### src/rtl/execute_stage_mc.sv
// Execute stage: single-cycle ALU plus a radix-2 restoring divider that stalls upstream.
// Optional busy-cycle performance counter enabled by EXEC_MC_PERF_EN.
module execute_stage_mc #(
  parameter int unsigned W_OPR = 32,
  parameter int unsigned W_RD  = 5,
  parameter int unsigned W_OP  = 4,
  parameter int unsigned W_CNT = 6
) (
  input  logic             clk,
  input  logic             reset,
  input  logic             v_i,
  input  logic             stall_i,
  output logic             stall_o,
  input  logic [W_OP-1:0]  op_i,
  input  logic [W_OPR-1:0] opr0_i,
  input  logic [W_OPR-1:0] opr1_i,
  input  logic             wb_i,
  input  logic [W_RD-1:0]  wb_r_i,
  output logic             v_o,
  output logic [W_OPR-1:0] result_o,
  output logic [W_RD-1:0]  wb_r_o,
  output logic             wb_o,
  output logic [3:0]       flags_o,
`ifdef EXEC_MC_PERF_EN
  output logic [31:0]      perf_busy_o,
`endif
  output logic             busy_o
);

  localparam int unsigned LogW = $clog2(W_OPR);

  localparam logic [W_OP-1:0] OpAdd  = W_OP'(0);
  localparam logic [W_OP-1:0] OpSub  = W_OP'(1);
  localparam logic [W_OP-1:0] OpAnd  = W_OP'(2);
  localparam logic [W_OP-1:0] OpOr   = W_OP'(3);
  localparam logic [W_OP-1:0] OpXor  = W_OP'(4);
  localparam logic [W_OP-1:0] OpSll  = W_OP'(5);
  localparam logic [W_OP-1:0] OpSrl  = W_OP'(6);
  localparam logic [W_OP-1:0] OpSra  = W_OP'(7);
  localparam logic [W_OP-1:0] OpMul  = W_OP'(8);
  localparam logic [W_OP-1:0] OpDivu = W_OP'(9);
  localparam logic [W_OP-1:0] OpDivs = W_OP'(10);
  localparam logic [W_OP-1:0] OpRemu = W_OP'(11);
  localparam logic [W_OP-1:0] OpRems = W_OP'(12);
  localparam logic [W_OP-1:0] OpCmp  = W_OP'(13);

  localparam logic [W_OPR-1:0] MinVal = {1'b1, {(W_OPR-1){1'b0}}};

  typedef enum logic [1:0] {StIdle, StBusy, StDone} state_e;

  state_e             state_q, state_d;
  logic [W_CNT-1:0]   cnt_q, cnt_d;
  logic [W_OPR-1:0]   quo_q, quo_d, rem_q, rem_d, dvs_q, dvs_d;
  logic [W_OP-1:0]    dop_q, dop_d;
  logic               dwb_q, dwb_d, negq_q, negq_d, negr_q, negr_d, dovf_q, dovf_d;
  logic [W_RD-1:0]    dwbr_q, dwbr_d;

  logic               v_q, v_d, wb_q, wb_d;
  logic [W_OPR-1:0]   res_q, res_d;
  logic [W_RD-1:0]    wbr_q, wbr_d;
  logic [3:0]         flags_q, flags_d;

  logic               is_div, is_signed, a_neg, b_neg, div0, min_neg1;
  logic [W_OPR-1:0]   a_mag, b_mag;

  assign is_div    = (op_i >= OpDivu) && (op_i <= OpRems);
  assign is_signed = (op_i == OpDivs) || (op_i == OpRems);
  assign a_neg     = is_signed & opr0_i[W_OPR-1];
  assign b_neg     = is_signed & opr1_i[W_OPR-1];
  assign a_mag     = a_neg ? -opr0_i : opr0_i;
  assign b_mag     = b_neg ? -opr1_i : opr1_i;
  assign div0      = (opr1_i == '0);
  assign min_neg1  = (op_i == OpDivs) && (opr0_i == MinVal) && (opr1_i == '1);

  assign stall_o = stall_i || (state_q == StBusy) || ((state_q == StIdle) && v_i && is_div);

  // Single-cycle ALU; alu_val feeds the flags even when the written result is forced to zero.
  logic [W_OPR:0]     add_ext, sub_ext;
  logic [W_OPR-1:0]   alu_val, alu_res;
  logic [LogW-1:0]    sh;
  logic               alu_c, alu_v, alu_upd, alu_wb;

  assign sh = opr1_i[LogW-1:0];

  always_comb begin
    add_ext = {1'b0, opr0_i} + {1'b0, opr1_i};
    sub_ext = {1'b0, opr0_i} - {1'b0, opr1_i};
    alu_val = '0;
    alu_c   = 1'b0;
    alu_v   = 1'b0;
    alu_upd = 1'b1;
    alu_wb  = wb_i;
    case (op_i)
      OpAdd: begin
        alu_val = add_ext[W_OPR-1:0];
        alu_c   = add_ext[W_OPR];
        alu_v   = (opr0_i[W_OPR-1] == opr1_i[W_OPR-1]) && (alu_val[W_OPR-1] != opr0_i[W_OPR-1]);
      end
      OpSub, OpCmp: begin
        alu_val = sub_ext[W_OPR-1:0];
        alu_c   = sub_ext[W_OPR];
        alu_v   = (opr0_i[W_OPR-1] != opr1_i[W_OPR-1]) && (alu_val[W_OPR-1] != opr0_i[W_OPR-1]);
        if (op_i == OpCmp) alu_wb = 1'b0;
      end
      OpAnd: alu_val = opr0_i & opr1_i;
      OpOr:  alu_val = opr0_i | opr1_i;
      OpXor: alu_val = opr0_i ^ opr1_i;
      OpSll: alu_val = opr0_i << sh;
      OpSrl: alu_val = opr0_i >> sh;
      OpSra: alu_val = $unsigned($signed(opr0_i) >>> sh);
      OpMul: alu_val = opr0_i * opr1_i;
      default: begin
        alu_upd = 1'b0;
        alu_wb  = 1'b0;
      end
    endcase
    alu_res = (op_i == OpCmp) ? '0 : alu_val;
  end

  // One restoring step: shift next dividend bit into the partial remainder and trial-subtract.
  logic [W_OPR:0]   rem_sh, trial;
  logic [W_OPR-1:0] quo_fix, rem_fix, div_res;
  logic             is_rem_q;

  assign rem_sh   = {rem_q, quo_q[W_OPR-1]};
  assign trial    = rem_sh - {1'b0, dvs_q};
  assign quo_fix  = negq_q ? -quo_q : quo_q;
  assign rem_fix  = negr_q ? -rem_q : rem_q;
  assign is_rem_q = (dop_q == OpRemu) || (dop_q == OpRems);
  assign div_res  = is_rem_q ? rem_fix : quo_fix;

  always_comb begin
    state_d = state_q;
    cnt_d   = cnt_q;
    quo_d   = quo_q;
    rem_d   = rem_q;
    dvs_d   = dvs_q;
    dop_d   = dop_q;
    dwb_d   = dwb_q;
    dwbr_d  = dwbr_q;
    negq_d  = negq_q;
    negr_d  = negr_q;
    dovf_d  = dovf_q;
    v_d     = v_q;
    res_d   = res_q;
    wbr_d   = wbr_q;
    wb_d    = wb_q;
    flags_d = flags_q;
    unique case (state_q)
      StIdle: begin
        if (!stall_i) begin
          if (v_i && is_div) begin
            v_d    = 1'b0;
            dop_d  = op_i;
            dwb_d  = wb_i;
            dwbr_d = wb_r_i;
            if (div0) begin
              quo_d   = '1;
              rem_d   = opr0_i;
              negq_d  = 1'b0;
              negr_d  = 1'b0;
              dovf_d  = 1'b1;
              state_d = StDone;
            end else begin
              quo_d   = a_mag;
              rem_d   = '0;
              dvs_d   = b_mag;
              negq_d  = a_neg ^ b_neg;
              negr_d  = a_neg;
              dovf_d  = min_neg1;
              cnt_d   = W_CNT'(W_OPR);
              state_d = StBusy;
            end
          end else begin
            v_d   = v_i;
            res_d = alu_res;
            wbr_d = wb_r_i;
            wb_d  = alu_wb;
            if (v_i && alu_upd) begin
              flags_d = {alu_v, alu_val[W_OPR-1], (alu_val == '0), alu_c};
            end
          end
        end
      end
      StBusy: begin
        if (!trial[W_OPR]) begin
          rem_d = trial[W_OPR-1:0];
          quo_d = {quo_q[W_OPR-2:0], 1'b1};
        end else begin
          rem_d = rem_sh[W_OPR-1:0];
          quo_d = {quo_q[W_OPR-2:0], 1'b0};
        end
        cnt_d = cnt_q - W_CNT'(1);
        if (cnt_q == W_CNT'(1)) state_d = StDone;
        if (!stall_i) v_d = 1'b0;
      end
      StDone: begin
        if (!stall_i) begin
          v_d     = 1'b1;
          res_d   = div_res;
          wbr_d   = dwbr_q;
          wb_d    = dwb_q;
          flags_d = {dovf_q, div_res[W_OPR-1], (div_res == '0), 1'b0};
          state_d = StIdle;
        end
      end
      default: state_d = StIdle;
    endcase
  end

  always_ff @(posedge clk or negedge reset) begin
    if (!reset) begin
      state_q <= StIdle;
      cnt_q   <= '0;
      quo_q   <= '0;
      rem_q   <= '0;
      dvs_q   <= '0;
      dop_q   <= '0;
      dwb_q   <= 1'b0;
      dwbr_q  <= '0;
      negq_q  <= 1'b0;
      negr_q  <= 1'b0;
      dovf_q  <= 1'b0;
      v_q     <= 1'b0;
      res_q   <= '0;
      wbr_q   <= '0;
      wb_q    <= 1'b0;
      flags_q <= '0;
    end else begin
      state_q <= state_d;
      cnt_q   <= cnt_d;
      quo_q   <= quo_d;
      rem_q   <= rem_d;
      dvs_q   <= dvs_d;
      dop_q   <= dop_d;
      dwb_q   <= dwb_d;
      dwbr_q  <= dwbr_d;
      negq_q  <= negq_d;
      negr_q  <= negr_d;
      dovf_q  <= dovf_d;
      v_q     <= v_d;
      res_q   <= res_d;
      wbr_q   <= wbr_d;
      wb_q    <= wb_d;
      flags_q <= flags_d;
    end
  end

`ifdef EXEC_MC_PERF_EN
  logic [31:0] perf_q;

  always_ff @(posedge clk or negedge reset) begin
    if (!reset) begin
      perf_q <= '0;
    end else if ((state_q == StBusy) && (perf_q != '1)) begin
      perf_q <= perf_q + 32'd1;
    end
  end

  assign perf_busy_o = perf_q;
`endif

  assign v_o      = v_q;
  assign result_o = res_q;
  assign wb_r_o   = wbr_q;
  assign wb_o     = v_q & wb_q;
  assign flags_o  = flags_q;
  assign busy_o   = (state_q != StIdle);

endmodule

### config.mk
export PLATFORM = sky130hd
export DESIGN_NAME = execute_stage_mc
export DESIGN_NICKNAME = d
export VERILOG_FILES = /design/src/rtl/execute_stage_mc.sv
export SDC_FILE = /design/constraint.sdc
export NUM_CORES = 2
export LEC_CHECK = 0
export ABC_AREA = 1
export ABC_CLOCK_PERIOD_IN_PS = 8410
export CORE_UTILIZATION = 62
export DETAILED_ROUTE_END_ITERATION = 10
export PLACE_DENSITY = 0.91
export SYNTH_ARGS = -nofsm -noshare
export SYNTH_HDL_FRONTEND = slang
export SYNTH_SLANG_ARGS = --single-unit
### constraint.sdc
create_clock -name clk -period 8.41 [get_ports clk]
set_input_delay 1.682 -clock clk [delete_from_list [all_inputs] [get_ports clk]]
set_output_delay 1.682 -clock clk [all_outputs]
set_load 0.05 [all_outputs]
==> results_dict.tcl, run 1 <==
set metrics [dict create \
    die_x_um 252 \
    clk_path_buf_depth 2 \
    start_util 0.627 \
    synth_edf_count 0 \
    h-tree-depth 4 \
    muxShareOfSynthArea 0.00181 \
    grt_use_total 0.704 \
    syn_nets 6736 \
    globalplace.congestion 1.25 \
    dp.cells 7071 \
    synthAdderAreaFrac 0.298 \
    yosysWarnings 0 \
    synth_xor_area_frac 0.0208 \
    synth_cell_types 72 \
    gr-total-overflow 21 \
    grt_pass1_wl_um 327000 \
    grt_pass1_vias 49938 \
    dp_worst_setup_slack_ps -945 \
    dp_hpwl_um 153000 \
    synth_flop_cell "dfrtp_1" \
    synthCells 5984 \
    cts.sinks 160 \
    synth_compound_area_frac 0.169 \
    ys_async_sr_fraction 1.00 \
    synth.area.top_cells "fa_1 21%, nand2_1 15%, inv_1 11%" \
    clockRootBuffer "clkbuf_16" \
    status "stopped before the end" \
    avgSynthCellArea_um2 6.47 \
    synth_top_area_cell "fa_1" \
    ys_seq_elements 160 \
    stop_stage "global routing (5_1_grt)" \
    ys_seq_area_frac 0.103 \
    portBuffers 122 \
    grt_max_degree 108 \
    tool.error "[ERROR GRT-0116] Global routing finished with congestion. Check the congestion regions in the DRC Viewer." \
    numCtsBuffers 17 \
    yosysTopAreaCellShare 0.213 \
    io_pins 123 \
    syn-cell-area_mm2 0.0387 \
    chipHeight_um 252 \
    synth-simple-area-share 0.259 \
    synth_top_family_by_area "adder cells" \
    rows 91 \
]
[cells in the mapped netlist (all sizes together) (33+ instances only)]
cell type / number
ha: 263
a21oi: 376
dfrtp: 160
o22ai: 33
nor2: 415
fa: 411
nor3: 70
inv: 1195
nand2: 1526
nand3: 254
nand4: 75
clkbuf: 145
o211ai: 51
xor2: 72
o21ai: 522
buf: 144
[per-layer routing]
layer | overflow | GRT usage
met1 | 1 | 0.727
met2 | 11 | 0.908
met3 | 0 | 0.499
met4 | 9 | 0.667
met5 | 0 | 0.149
[cells by family after synthesis]
logic type / after synthesis
DFF: 160
muxes: 7
adders and majority gates: 674
AOI/OAI and AO/OA: 1161
xor gates and xnor gates: 92
buffers and inverters: 1489
and+or+nand+nor: 2401
[metrics by stage]
step / area, µm² / hold slack (ps)
floorplan: 38700 / 442
global placement: 43300 / 453
detailed placement: 43300 / 459
CTS: 44800 / 476
[timing repair]
action | in CTS
gates resized for setup | 132
cloned | 4
pin swaps | 73
hold buffers | 0
buffers inserted | 36
setup endpoints to repair | 16
==> run 2, diff against run 1 <==
--- a/config.mk
+++ b/config.mk
@@ -7,9 +7,9 @@
 export LEC_CHECK = 0
 export ABC_AREA = 1
 export ABC_CLOCK_PERIOD_IN_PS = 8410
-export CORE_UTILIZATION = 62
+export CORE_UTILIZATION = 40
 export DETAILED_ROUTE_END_ITERATION = 10
-export PLACE_DENSITY = 0.91
+export PLACE_DENSITY_LB_ADDON = 0.15
 export SYNTH_ARGS = -nofsm -noshare
 export SYNTH_HDL_FRONTEND = slang
 export SYNTH_SLANG_ARGS = --single-unit
==> results_dict.tcl, run 2 <==
set metrics [dict create \
    ys_async_sr_fraction 1.00 \
    period_needed_ps 8310 \
    clockRootBuffer "clkbuf_16" \
    globalplace.congestion 1.10 \
    wl_per_cell_um 26.8 \
    startpoint "opr1_i[2]" \
    crit_top_cell "fa_1" \
    cp_data_required_time_ps 8810 \
    ys_seq_elements 160 \
    path_max_fanout 15 \
    critPathCapture "flags_o[1]" \
    core_area_mm2 0.0954 \
    cts_tree "yes" \
    io_pins 123 \
    hold_class "flop to flop" \
    critPathKind "input port to flop" \
    maxSlewViolCount 3 \
    maxCapViolations 1 \
    setup_viol 0 \
    h-tree-depth 4 \
    ys_seq_area_frac 0.103 \
    first_pass_iters 6 \
    numCtsBuffers 17 \
    postRouteWirelength_um 205000 \
    path_clk_slew_ps 80 \
    chipHeight_um 313 \
    drive_above_1_share 0.135 \
    startpoint_type "input port" \
    grt_max_degree 102 \
    grt_use_total 0.413 \
    end_kind "flop" \
    antenna_found_initial 16 \
    syn-cell-area_mm2 0.0387 \
    relSlewSlack -0.103 \
    status "finished with violations" \
    final_cell_mix "1494 x nand2_1, 1152 x inv_1, 472 x buf_4, 407 x o21ai_0, 381 x fa_1" \
    drc 0 \
    gr-total-overflow 0 \
    final_common_cell "nand2_1" \
    via_per_inst 5.60 \
    r2r_slack_ps 3790 \
    fp.dieArea_mm2 0.0980 \
    skew_ps 16.4 \
    start_util 0.406 \
    synthCells 5984 \
    clk_latency_ps 470 \
    yosysWarnings 0 \
    postRouteAntennaNets 0 \
    avgSynthCellArea_um2 6.47 \
    cpMaxStageDelayCell "fa_1" \
    vias 42949 \
    fmaxAchievable_mhz 120 \
    cpPeakStageDelay_ps 550 \
    syn_to_final_growth_pct 20.2 \
    rsz0062_at_grt "true" \
    cts.sinks 160 \
    violations "capacitance limit, slew limit" \
    synthTopCellsByCount "1512 x nand2_1, 1171 x inv_1, 424 x o21ai_0" \
    grt_pass1_vias 42637 \
    drt_iter0_markers 4226 \
    synthMostInstantiatedCell "nand2_1" \
    fin_crit_sh 0.988 \
    dp_hpwl_um 170000 \
    r2r_end "rem_q[29]" \
    fin_cells 7665 \
    fin_nets 7132 \
    synth_top_area_cell "fa_1" \
    die_x_um 313 \
    synth.area.top_cells "fa_1 21%, nand2_1 15%, inv_1 11%" \
    rows 113 \
    worstMarginPinSlew_ps 1640 \
    holdWs_ps 478 \
    yosysTopAreaCellShare 0.213 \
    cp.arrival_ps 8710 \
    hold_viol 0 \
    grt_pass1_wl_um 293000 \
    synth_flop_cell "dfrtp_1" \
    portBuffers 122 \
    rr_startpoint "quo_q[31]" \
    dp.cells 7556 \
    clk_path_buf_depth 2 \
    synth_cell_types 72 \
    r2r_cells 22 \
    synth_edf_count 0 \
    syn_nets 6736 \
]
-- run 2: timing repair --
| action | 4_1_cts | 5_1_grt |
|---|---|---|
| buffers inserted | 26 | 33 |
| hold buffers | 0 | 0 |
| pin swaps | 32 | 130 |
| gates resized for setup | 94 | 206 |
| setup endpoints to repair | 18 | 19 |
| cloned | 6 | 5 |
-- run 2: stage by stage --
| stage | instance area (µm²) | setup TNS [ps] | setup slack, ps | utilization |
|---|---|---|---|---|
| 2_1_floorplan | 38700 | 0 | 6.24 | - |
| 3_3_place_gp | 44300 | -11320 | -828 | 0.464 |
| 3_5_place_dp | 44300 | -12290 | -807 | 0.464 |
| 4_1_cts | 45700 | -2.18 | -2.18 | 0.478 |
| 5_1_grt | 46500 | -43.1 | -20.1 | 0.488 |
| 6_report | 46500 | 0 | 97.6 | 0.488 |
-- run 2: area by class of cell --
class / count / area, µm²
fillers: 10043 / 48900
multi-input cells: 4335 / 29700
well taps: 1265 / 1580
diodes: 7 / 17.5
flip-flops and latches: 160 / 4000
inverters: 1200 / 4510
clock buffers: 17 / 425
clock inverters: 15 / 209
repair buffers: 666 / 6070
-- run 2: cell families after synthesis --
group | share of synthesized area
AND/OR/NAND/NOR | 0.259
buffers and inverters | 0.149
AO/OA/AOI/OAI | 0.169
adder cells (fa/ha/maj) | 0.298
flip-flops | 0.103
XOR/XNOR | 0.0208
multiplexers | 0.00181
-- run 2: layer usage --
layer | vias to the layer above | GRT usage | wire length [µm]
li1 | 19600 | - | -
met1 | 20763 | 0.487 | 76900
met2 | 2017 | 0.697 | 96200
met3 | 557 | 0.0526 | 14400
met4 | 12 | 0.289 | 17800
met5 | - | 0 | 103
-- run 2: worst min path at each step --
stage	startpoint	to	cells past startpoint
final	dwbr_q[3]	dwbr_q[3]	2
after global routing	dwbr_q[3]	dwbr_q[3]	2
after CTS	dwbr_q[3]	dwbr_q[3]	2
after detailed placement	dwbr_q[4]	dwbr_q[4]	2
after global placement	dwbr_q[2]	dwbr_q[2]	2
after floorplan	dwb_q	dwb_q	2
-- run 2: critical path, delay by kind of cell --
kind                     cells  cell delay [ps]
adder cells (fa/ha/maj)      9             4140
AND/OR/NAND/NOR             11             1420
buffers and inverters        9             1050
AO/OA/AOI/OAI                3              360
Power of run 2 is left out: the tool's default activity adds up to more than one toggle a clock period on the data nets, which glitch-free logic cannot reach.
